[src/rtl/fsm_rd_arb_if.sv]
// Handshake bundle between the round-robin read arbiter, its requesters and the read sequencer.
// The master side is the arbiter; the slave side is the requesters plus the sequencer.
interface fsm_rd_arb_if #(
  parameter int unsigned N_REQ = 4
);
  logic [N_REQ-1:0] req;
  logic [N_REQ-1:0] gnt;
  logic [N_REQ-1:0] done;
  logic             err;
  logic             busy;
  logic             go;
  logic             ds;

  modport master (
    input  req,
    input  ds,
    output gnt,
    output done,
    output err,
    output busy,
    output go
  );

  modport slave (
    output req,
    output ds,
    input  gnt,
    input  done,
    input  err,
    input  busy,
    input  go
  );
endinterface

[src/rtl/fsm_rd_arb.sv]
// Round-robin arbiter that shares one go/ds read sequencer among N_REQ requesters,
// with a watchdog that aborts a grant whose completion strobe never arrives.
module fsm_rd_arb #(
  parameter int unsigned N_REQ   = 4,
  parameter int unsigned TIMEOUT = 64
) (
  input logic          clk,
  input logic          rst_n,
  fsm_rd_arb_if.master bus
);

  localparam int unsigned PtrW = $clog2(N_REQ);
  localparam int unsigned CntW = $clog2(TIMEOUT);

  typedef enum logic [1:0] {StIdle, StIssue, StWait, StRelease} state_e;

  state_e            state_q, state_d;
  logic [N_REQ-1:0]  gnt_q, gnt_d;
  logic [N_REQ-1:0]  done_q, done_d;
  logic              err_q, err_d;
  logic              busy_q, busy_d;
  logic              go_q, go_d;
  logic [PtrW-1:0]   ptr_q, ptr_d;
  logic [PtrW-1:0]   win_q, win_d;
  logic [CntW-1:0]   cnt_q, cnt_d;

  logic [PtrW-1:0]   cand;
  logic [PtrW-1:0]   pick_idx;
  logic              pick_vld;

  // Search upward from the slot after the last winner, wrapping, so the last winner goes last.
  always_comb begin
    cand     = '0;
    pick_idx = '0;
    pick_vld = 1'b0;
    for (int unsigned i = 1; i <= N_REQ; i++) begin
      cand = PtrW'((32'(ptr_q) + i) % N_REQ);
      if (!pick_vld && bus.req[cand]) begin
        pick_vld = 1'b1;
        pick_idx = cand;
      end
    end
  end

  always_ff @(posedge clk or negedge rst_n) begin
    if (!rst_n) begin
      state_q <= StIdle;
      gnt_q   <= '0;
      done_q  <= '0;
      err_q   <= 1'b0;
      busy_q  <= 1'b0;
      go_q    <= 1'b0;
      ptr_q   <= PtrW'(N_REQ - 1);
      win_q   <= '0;
      cnt_q   <= '0;
    end else begin
      state_q <= state_d;
      gnt_q   <= gnt_d;
      done_q  <= done_d;
      err_q   <= err_d;
      busy_q  <= busy_d;
      go_q    <= go_d;
      ptr_q   <= ptr_d;
      win_q   <= win_d;
      cnt_q   <= cnt_d;
    end
  end

  always_comb begin
    state_d = state_q;
    gnt_d   = gnt_q;
    done_d  = '0;
    err_d   = 1'b0;
    busy_d  = busy_q;
    go_d    = 1'b0;
    ptr_d   = ptr_q;
    win_d   = win_q;
    cnt_d   = cnt_q;
    case (state_q)
      StIdle: begin
        if (pick_vld) begin
          state_d = StIssue;
          gnt_d   = N_REQ'(1) << pick_idx;
          win_d   = pick_idx;
          go_d    = 1'b1;
          busy_d  = 1'b1;
        end
      end
      StIssue: begin
        cnt_d   = '0;
        state_d = StWait;
      end
      StWait: begin
        // A completion on the expiry edge still counts as a normal completion.
        if (bus.ds) begin
          state_d = StRelease;
          done_d  = gnt_q;
        end else if (cnt_q == CntW'(TIMEOUT - 1)) begin
          state_d = StRelease;
          done_d  = gnt_q;
          err_d   = 1'b1;
        end else if (cnt_q != '1) begin
          cnt_d = cnt_q + 1'b1;
        end
      end
      StRelease: begin
        gnt_d   = '0;
        busy_d  = 1'b0;
        ptr_d   = win_q;
        state_d = StIdle;
      end
      default: begin
        state_d = StIdle;
        gnt_d   = '0;
        busy_d  = 1'b0;
      end
    endcase
  end

  always_comb begin
    bus.gnt  = gnt_q;
    bus.done = done_q;
    bus.err  = err_q;
    bus.busy = busy_q;
    bus.go   = go_q;
  end

endmodule

[src/flat_wrapper.sv]
// flat-port wrapper written by rule: the top's interface ports become plain ports
module fsm_rd_arb_flat 
#(
  parameter int unsigned N_REQ   = 4,
  parameter int unsigned TIMEOUT = 64
)
  (clk, rst_n, bus_req, bus_ds, bus_gnt, bus_done, bus_err, bus_busy, bus_go);
  fsm_rd_arb_if #(.N_REQ(N_REQ)) bus_i ();
  input logic clk;
  input logic rst_n;
  input wire logic [$bits(bus_i.req)-1:0] bus_req;
  input wire logic [$bits(bus_i.ds)-1:0] bus_ds;
  output wire logic [$bits(bus_i.gnt)-1:0] bus_gnt;
  output wire logic [$bits(bus_i.done)-1:0] bus_done;
  output wire logic [$bits(bus_i.err)-1:0] bus_err;
  output wire logic [$bits(bus_i.busy)-1:0] bus_busy;
  output wire logic [$bits(bus_i.go)-1:0] bus_go;
  assign bus_i.req = bus_req;
  assign bus_i.ds = bus_ds;
  assign bus_gnt = bus_i.gnt;
  assign bus_done = bus_i.done;
  assign bus_err = bus_i.err;
  assign bus_busy = bus_i.busy;
  assign bus_go = bus_i.go;
  fsm_rd_arb #(.N_REQ(N_REQ), .TIMEOUT(TIMEOUT)) u_core (.clk(clk), .rst_n(rst_n), .bus(bus_i));
endmodule
[config.mk]
export PLATFORM = sky130hd
export DESIGN_NAME = fsm_rd_arb_flat
export DESIGN_NICKNAME = d
export VERILOG_FILES = /design/src/rtl/fsm_rd_arb_if.sv /design/src/rtl/fsm_rd_arb.sv /design/src/flat_wrapper.sv
export SDC_FILE = /design/constraint.sdc
export NUM_CORES = 1
export LEC_CHECK = 0
export CAP_MARGIN = 5
export CORE_MARGIN = 2
export CORE_UTILIZATION = 45
export DETAILED_ROUTE_END_ITERATION = 6
export PLACE_DENSITY = 0.69
export SYNTH_ARGS = -nofsm -noshare
export SYNTH_HDL_FRONTEND = slang
export SYNTH_SLANG_ARGS = --single-unit
[constraint.sdc]
create_clock -name clk -period 2.85 [get_ports clk]
set_input_delay 0.285 -clock clk [delete_from_list [all_inputs] [get_ports clk]]
set_output_delay 0.285 -clock clk [all_outputs]
set_load 0.02 [all_outputs]
**Word-level counts from Yosys, hierarchy flattened**

Cells that the tools add are included.

- Muxes and demuxes: 36
- Add/sub/neg operators: 5
- Magnitude comparators: 4
- Shift-type cells: 1
- Equality and inequality tests: 10
- Reductions and logical operators: 13

Operators with widths:

| cell | count |
|---|---|
| 6-bit 2-to-1 mux | 3 |
| 4-bit 2-to-1 mux | 4 |
| 1-bit 2-to-1 mux | 14 |
| 2-bit 2-to-1 mux | 7 |
| 2-bit by 3-bit < comparator with 1-bit output (second input constant) | 4 |
| 6-bit one-hot mux with 2 select lines | 1 |
| 1-bit binary-select mux with 2-bit select | 4 |
| 2-bit one-hot mux with 4 select lines | 1 |
| 4-bit one-hot mux with 2 select lines | 1 |
| 6-bit by 1-bit adder with 6-bit output (second input constant) | 1 |
| 6-bit == test (second input constant) | 1 |
| 6-bit != test (second input constant) | 1 |
| 2-bit AND reduction | 3 |
| 2-bit by 1-bit adder with 2-bit output (second input constant) | 2 |
| 2-bit adder (second input constant) | 2 |
| 2-bit == test (second input constant) | 2 |
| 2-bit by 1-bit != test with 1-bit output (second input constant) | 2 |
| 2-bit != test (second input constant) | 2 |
| 4-bit AND reduction | 1 |
| 2-bit nonzero test | 2 |
| 1-bit by 2-bit left shift with 4-bit output (first input constant) | 1 |
| 1-bit logical AND | 3 |
| 1-bit logical NOT | 3 |
| 3-bit by 2-bit != test with 1-bit output (second input constant) | 1 |
| other kinds (3) | 3 |

- Register bits: 23
- Output and inout bits: 11
- Logic and storage cells: 78
- Input port bits: 7

**Longest topological paths before layout**

Gate-level depths: netlist (run 1).

- Word-level depth: 16
- Mapped depth: 6
- Mapped depth without buffers: 6

**Least setup slack after synthesis (run 1)**

OpenSTA, ideal clock, no wires.

- Path kind: register to register
- Start point: register u_core.state_q[0]
- End point: register u_core.cnt_q[5]
- Period minus slack after synthesis: 1.510 ns
- Cell stages (with the launch flop): 7
- Data required time: 2.730 ns
- Path slack: 1.340 ns
- Path buffers: 0
- Arrival time: 1.390 ns
- Setup time: 0.120 ns
- Cell sequence: dfrtp_1 -> inv_1 -> ha_1 -> nand2b_1 -> a21oi_1 -> nand3_1 -> o211a_1

- Word-level cells in the longest chain between the ends: 3
- Elaborated cells on any way between the ends: 8
- Those cells by class: eq/ne (5); mux (1); reduce/logical (2)

Ends and longest elaborated chain:

| item | RTL line | text |
|---|---|---|
| start: declaration | fsm_rd_arb.sv:17 | `state_e state_q, state_d;` |
| start signal: assignment | fsm_rd_arb.sv:47 | `state_q <= StIdle;` |
| start signal: assignment | fsm_rd_arb.sv:57 | `state_q <= state_d;` |
| 2-bit == test or 2-bit by 1-bit == test with 1-bit output (tied branches) | fsm_rd_arb.sv:79 | `case (state_q)` |
| 2-bit != test (no source line) (tied with other cells) | n/a |  |
| 4-bit AND reduction (no source line) | n/a |  |
| end signal: assignment | fsm_rd_arb.sv:65 | `cnt_q <= cnt_d;` |
| end: declaration | fsm_rd_arb.sv:25 | `logic [CntW-1:0] cnt_q, cnt_d;` |

Parallel ways exist; a longest one is shown, timed or not.
A chain may end at the register's enable or synchronous reset.

**Worst setup path after layout (run 1)**

Same ends and word-level chain as after synthesis.

==> out/summary.txt, run 1 <==
first-pass GRT wire length: 3.48 mm
CTS Hold Buffers Added: 0
Reg2Reg Capture Point: u_core.cnt_q[5]
Worst VDD drop: 0.000566 V
Final Slew Violations: 0
largest net degree at the start of global routing: 23
post-synthesis compound-gate area fraction: 0.169
synth unique cells: 33
Fmax: 580 MHz
drt pass-1 iters: 4
Worst Max-Slew Pin Slew: 931 ps
Required @ worst endpoint: 3060 ps
hold crit path type: primary input to async pin
R2R Setup Slk: 1130 ps
Fin Setup TNS: 0 ps
clock buffer depth: 2
status: complete, no violations
layout cells sized above 1: 0.140
commonest cells after routing, fill and taps aside: dfrtp_1 (21), clkdlybuf4s50_1 (17), inv_1 (9)
simple-gate share of the synthesized area: 0.194
XOR/XNOR Fraction of Synth Area: 0
Vias/cell: 5.30
Core ar.: 0.00243 mm2
max cap viols: 0
PostCTS Resize Cnt: 0
worst reg-to-reg path cell count: 6
overall routing resource usage: 0.164
RSZ-0062 raised after global routing: no
syn_nets: 119
Nets: 142
DR vias: 842
crit start category: flop
final hold slack: 485 ps
sequential-to-total area share from yosys stat: 0.512
Remaining DRCs: 0
diodes inserted: 0
clk sink count: 23
Synthesis Warnings: 0
CP Class: flop to flop
Die Y-Extent: 54.1 um
Reg clk slew, reported paths: 120 ps
post-DR wirelength/cell: 12.8 um
Syn Std Cell Area: 0.00113 mm2
# IOs: 18
Placed Cells: 155
antenna-violating nets left: 0
Die Footprint: 0.00292 mm2
dpl hpwl: 1.63 mm
Crit Path Max Fanout: 6
Clock Latency Late Sink: 300 ps
worst reg2reg path startpoint: u_core.state_q[0]
critical path arrival: 1930 ps
DR iter-0 viols: 12
Final min period: 1720 ps
GP Congestion: 0.782
endpoint class of the critical path: flop
Post-CTS Setup Inserts: 0
WL final: 2.03 mm
Synth Register Bits: 23
Final setup viols: 0
FP Rows: 18
Mean Syn Cell Area: 10.5 um2
CTS tree: built
commonest non-fill, non-tap cell in the layout: dfrtp_1
initial antenna violation count: 0
Post-Synth Adder-Cell Area: 0.0554
crit share post-route: 0.605
leakage power: 0.000619 uW
initial core utilization: 0.464
Clock Tree Root: clkbuf_4
Placement Setup Slack: 892 ps
largest family of logic cells by synthesized area: simple AND/OR/NAND/NOR gates
CTS buffer count: 3
GRT Residual Overflow: 0
Cells after Synth: 107
Final WS setup: 1130 ps
area delta synth->final: 21.5%
H-tree Lvls: 1
Hold Vio Cnt, Final: 0
Max-slew headroom: 0.377
Worst Skew: 0.983 ps
Layout Cells excl Fill: 159
PnR Total Power: 1210 uW
IO buf count: 17
mux cell area share after synthesis: 0.0399
PD cells: 881 mW/mm2
Die Span X: 54.1 um
number of global-route vias before repair: 789
==> final cells by class <==
class / instances / area, um2
inverter: 9 / 33.8
sequential: 23 / 578
tap: 30 / 37.5
fill: 228 / 1060
clock inverter: 1 / 5.00
multi-input combinational: 75 / 517
timing repair buffer: 18 / 178
clock buffer: 3 / 22.5
==> sequential cells by signal (all words and copies together) (netlist names) <==
register,count
u_core.bus.done,4
u_core.bus.go,1
u_core.ptr_q,2
u_core.bus.busy,1
u_core.cnt_q,6
u_core.state_q,2
u_core.bus.gnt,4
u_core.bus.err,1
u_core.win_q,2
==> worst max-delay path by stage <==
stage                 startpoint         endpoint  slack [ps]
2_1_floorplan  u_core.state_q[0]  u_core.cnt_q[5]        1340
3_3_place_gp          bus_req[1]  u_core.win_q[1]         940
3_5_place_dp          bus_req[1]  u_core.win_q[1]         890
4_1_cts        u_core.state_q[0]  u_core.cnt_q[5]        1120
5_1_grt        u_core.state_q[0]  u_core.cnt_q[5]        1000
6_report       u_core.state_q[0]  u_core.cnt_q[5]        1130
==> Yosys cell counts <==
library cell | n | area (um2)
dfstp_2 | 2 | 52.6
or2b_1 | 1 | 7.51
a21oi_1 | 5 | 25.0
a221oi_1 | 1 | 8.76
a31oi_1 | 2 | 12.5
nor4_1 | 1 | 6.26
o22ai_1 | 1 | 6.26
and2_1 | 5 | 31.3
o21ai_2 | 1 | 8.76
dfrtp_1 | 21 | 526
or2_1 | 1 | 6.26
nand3_1 | 8 | 40.0
a211o_1 | 1 | 8.76
nor2_1 | 5 | 18.8
nor2b_1 | 1 | 6.26
ha_1 | 5 | 62.6
a22oi_1 | 1 | 7.51
a311oi_2 | 1 | 15.0
a31o_2 | 1 | 8.76
a21o_2 | 1 | 8.76
a22o_2 | 2 | 20.0
inv_1 | 9 | 33.8
o211a_1 | 1 | 10.0
nand2_1 | 7 | 26.3
o211ai_1 | 1 | 7.51
nor3_1 | 2 | 10.0
nor4_4 | 1 | 21.3
nor3b_1 | 1 | 7.51
o21ai_0 | 7 | 35.0
mux2_2 | 4 | 45.0
nand2b_1 | 5 | 31.3
a211oi_1 | 1 | 7.51
and3_1 | 1 | 6.26
==> metrics by stage <==
stage          area (um2)  utilization
2_1_floorplan        1130            -
3_3_place_gp         1340        0.552
3_5_place_dp         1340        0.552
4_1_cts              1370        0.564
5_1_grt              1370        0.564
6_report             1370        0.564
==> worst max-delay path, stage by stage (launching register included) <==
cell	delay (ps)
dfrtp_1	400
inv_1	90
ha_1	240
nand2b_1	250
a21oi_1	310
nand3_1	120
o211a_1	220
==> power by group <==
group / leakage, uW / internal [uW] / switching [uW]
Combinational: 0.000303 / 253 / 284
Sequential: 0.000298 / 442 / 81.8
Clock: 0.0000177 / 52.3 / 95.1
==> per-layer routing <==
layer / global-route usage / part of all wire / up-vias
met5: 0 / 0 / -
met4: 0.0500 / 0.0059 / 0
met3: 0.0361 / 0.037 / 2
met2: 0.268 / 0.48 / 13
met1: 0.217 / 0.48 / 402
li1: - / - / 425
==> cells by family after synthesis <==
group	Yosys count
AOI/OAI and AO/OA	27
and+or+nand+nor	39
DFF	23
adders and majority gates	5
muxes	4
buffers and inverters	9
Note: power is estimated with default switching activity, not from simulation.
==> run 2, diff against run 1 <==
==> constraint.sdc (replaced) <==
create_clock -name clk -period 1.6 [get_ports clk]
set_input_delay 0.16 -clock clk [delete_from_list [all_inputs] [get_ports clk]]
set_output_delay 0.16 -clock clk [all_outputs]
set_load 0.02 [all_outputs]
==> run 2 against run 1 <==
Sequential power up 77%. Total power up 91%. Die area unchanged. Combinational power up 110%. Clock skew about the same. Worst hold slack worse by 300 ps. Register-to-register slack worse by 1100 ps. Critical path type unchanged. Critical endpoint is now u_core.state_q[1].
==> out/summary.txt, run 2 (same netlist as run 1, synthesis figures left out) <==
Clock Latency Late Sink: 300 ps
Final WS setup: 67.7 ps
Worst VDD drop: 0.00104 V
WL final: 2.25 mm
overall routing resource usage: 0.180
Vias/cell: 5.32
post-DR wirelength/cell: 13.4 um
DR iter-0 viols: 22
diodes inserted: 0
Fmax: 653 MHz
max cap viols: 0
RSZ-0062 raised after global routing: no
Core ar.: 0.00243 mm2
hold crit path type: primary input to async pin
IO buf count: 17
status: complete, no violations
FP Rows: 18
Placed Cells: 164
Hold Vio Cnt, Final: 0
antenna-violating nets left: 0
Worst Skew: 1.36 ps
Remaining DRCs: 0
max reg flops: 6
Die Y-Extent: 54.1 um
GRT Residual Overflow: 0
GP Congestion: 0.842
commonest non-fill, non-tap cell in the layout: dfrtp_1
Die Footprint: 0.00292 mm2
leakage power: 0.000659 uW
Worst Max-Slew Pin Slew: 325 ps
layout cells sized above 1: 0.232
Final Slew Violations: 0
area delta synth->final: 29.3%
critical path arrival: 1740 ps
Final setup viols: 0
Die Span X: 54.1 um
Required @ worst endpoint: 1810 ps
Nets: 151
Clock Tree Root: clkbuf_4
R2R Setup Slk: 70 ps
H-tree Lvls: 1
Fin Setup TNS: 0 ps
clk sink count: 23
clock buffer depth: 2
crit start category: flop
largest net degree at the start of global routing: 24
crit share post-route: 0.958
Reg clk slew, reported paths: 120 ps
# IOs: 18
Final min period: 1530 ps
Placement Setup Slack: -143 ps
drt pass-1 iters: 4
number of global-route vias before repair: 848
CP Class: flop to flop
dpl hpwl: 1.80 mm
DR vias: 894
first-pass GRT wire length: 3.77 mm
initial core utilization: 0.464
CTS buffer count: 3
Layout Cells excl Fill: 168
endpoint class of the critical path: flop
initial antenna violation count: 0
Max-slew headroom: 0.783
largest reg by FF count: u_core.cnt_q
CTS tree: built
commonest cells after routing, fill and taps aside: dfrtp_1 (21), clkdlybuf4s50_1 (17), buf_4 (10)
PnR Total Power: 2310 uW
Crit Path Max Fanout: 5
PD cells: 1580 mW/mm2
## run 2: cell types whose count changed in the layout (fill, tap and decap cells not counted), sizes merged
cell    delta
clkinv     -1
clkbuf     +1
buf        +9
## run 2: critical path, stage by stage (launching register included)
cell and delay [ps]:
dfrtp_1 400, inv_1 110, ha_2 210, nor2b_2 180, o21ai_2 110, nand2_1 100
mux2_2 330
## run 2: worst paths after layout
path,cells past startpoint,startpoint,end
max,6,u_core.state_q[0],u_core.state_q[1]
min,2,rst_n,u_core.cnt_q[5]
max reg2reg,6,u_core.state_q[0],u_core.state_q[1]
min reg2reg,2,u_core.win_q[0],u_core.win_q[0]
max in group asynchronous,2,rst_n,u_core.ptr_q[0]
min in group clk,2,u_core.win_q[0],u_core.win_q[0]
## run 2: area by class of cell
cell class | instances | area [um2]
Fill cell | 214 | 973
Sequential cell | 23 | 578
Inverter | 9 | 33.8
Timing Repair Buffer | 27 | 245
Tap cell | 30 | 37.5
Clock buffer | 4 | 26.3
Multi-Input combinational cell | 75 | 538
## run 2: where the power goes
group	switching, uW	internal (uW)
Clock	170	97.2
Sequential	141	788
Combinational	563	552
## run 2: per-layer routing
| metal | share of wire | up-vias | global-route usage |
|---|---|---|---|
| met2 | 0.46 | 19 | 0.278 |
| met1 | 0.48 | 424 | 0.252 |
| met5 | 0 | - | 0 |
| met4 | 0.021 | 0 | 0.0625 |
| li1 | - | 445 | - |
| met3 | 0.038 | 6 | 0.0361 |
## run 2: stage by stage
stage                     cell area (um2)   util  hold WS (ps)
after floorplan                      1130      -          -136
final                                1460  0.600           188
after detailed placement             1410  0.580           473
after global placement               1410  0.580           460
after global routing                 1460  0.600           208
after CTS                            1440  0.594           198
## run 2: what timing repair did
action	CTS	global route
gates cloned	0	0
resized for setup	1	5
pin swaps	0	1
hold buffers	0	0
setup buffers	0	0
setup endpoints to repair	1	12
==> run 3, diff against run 2 <==
--- a/config.mk
+++ b/config.mk
@@ -5,10 +5,11 @@
 export SDC_FILE = /design/constraint.sdc
 export NUM_CORES = 1
 export LEC_CHECK = 0
-export CAP_MARGIN = 5
+export CAP_MARGIN = 20
 export CORE_MARGIN = 2
 export CORE_UTILIZATION = 45
 export DETAILED_ROUTE_END_ITERATION = 6
+export GPL_ROUTABILITY_DRIVEN = 1
 export PLACE_DENSITY = 0.69
 export SYNTH_ARGS = -nofsm -noshare
 export SYNTH_HDL_FRONTEND = slang
==> results of run 3 <==
Same layout as run 2: the final DEF is identical, and so are final timing and power.
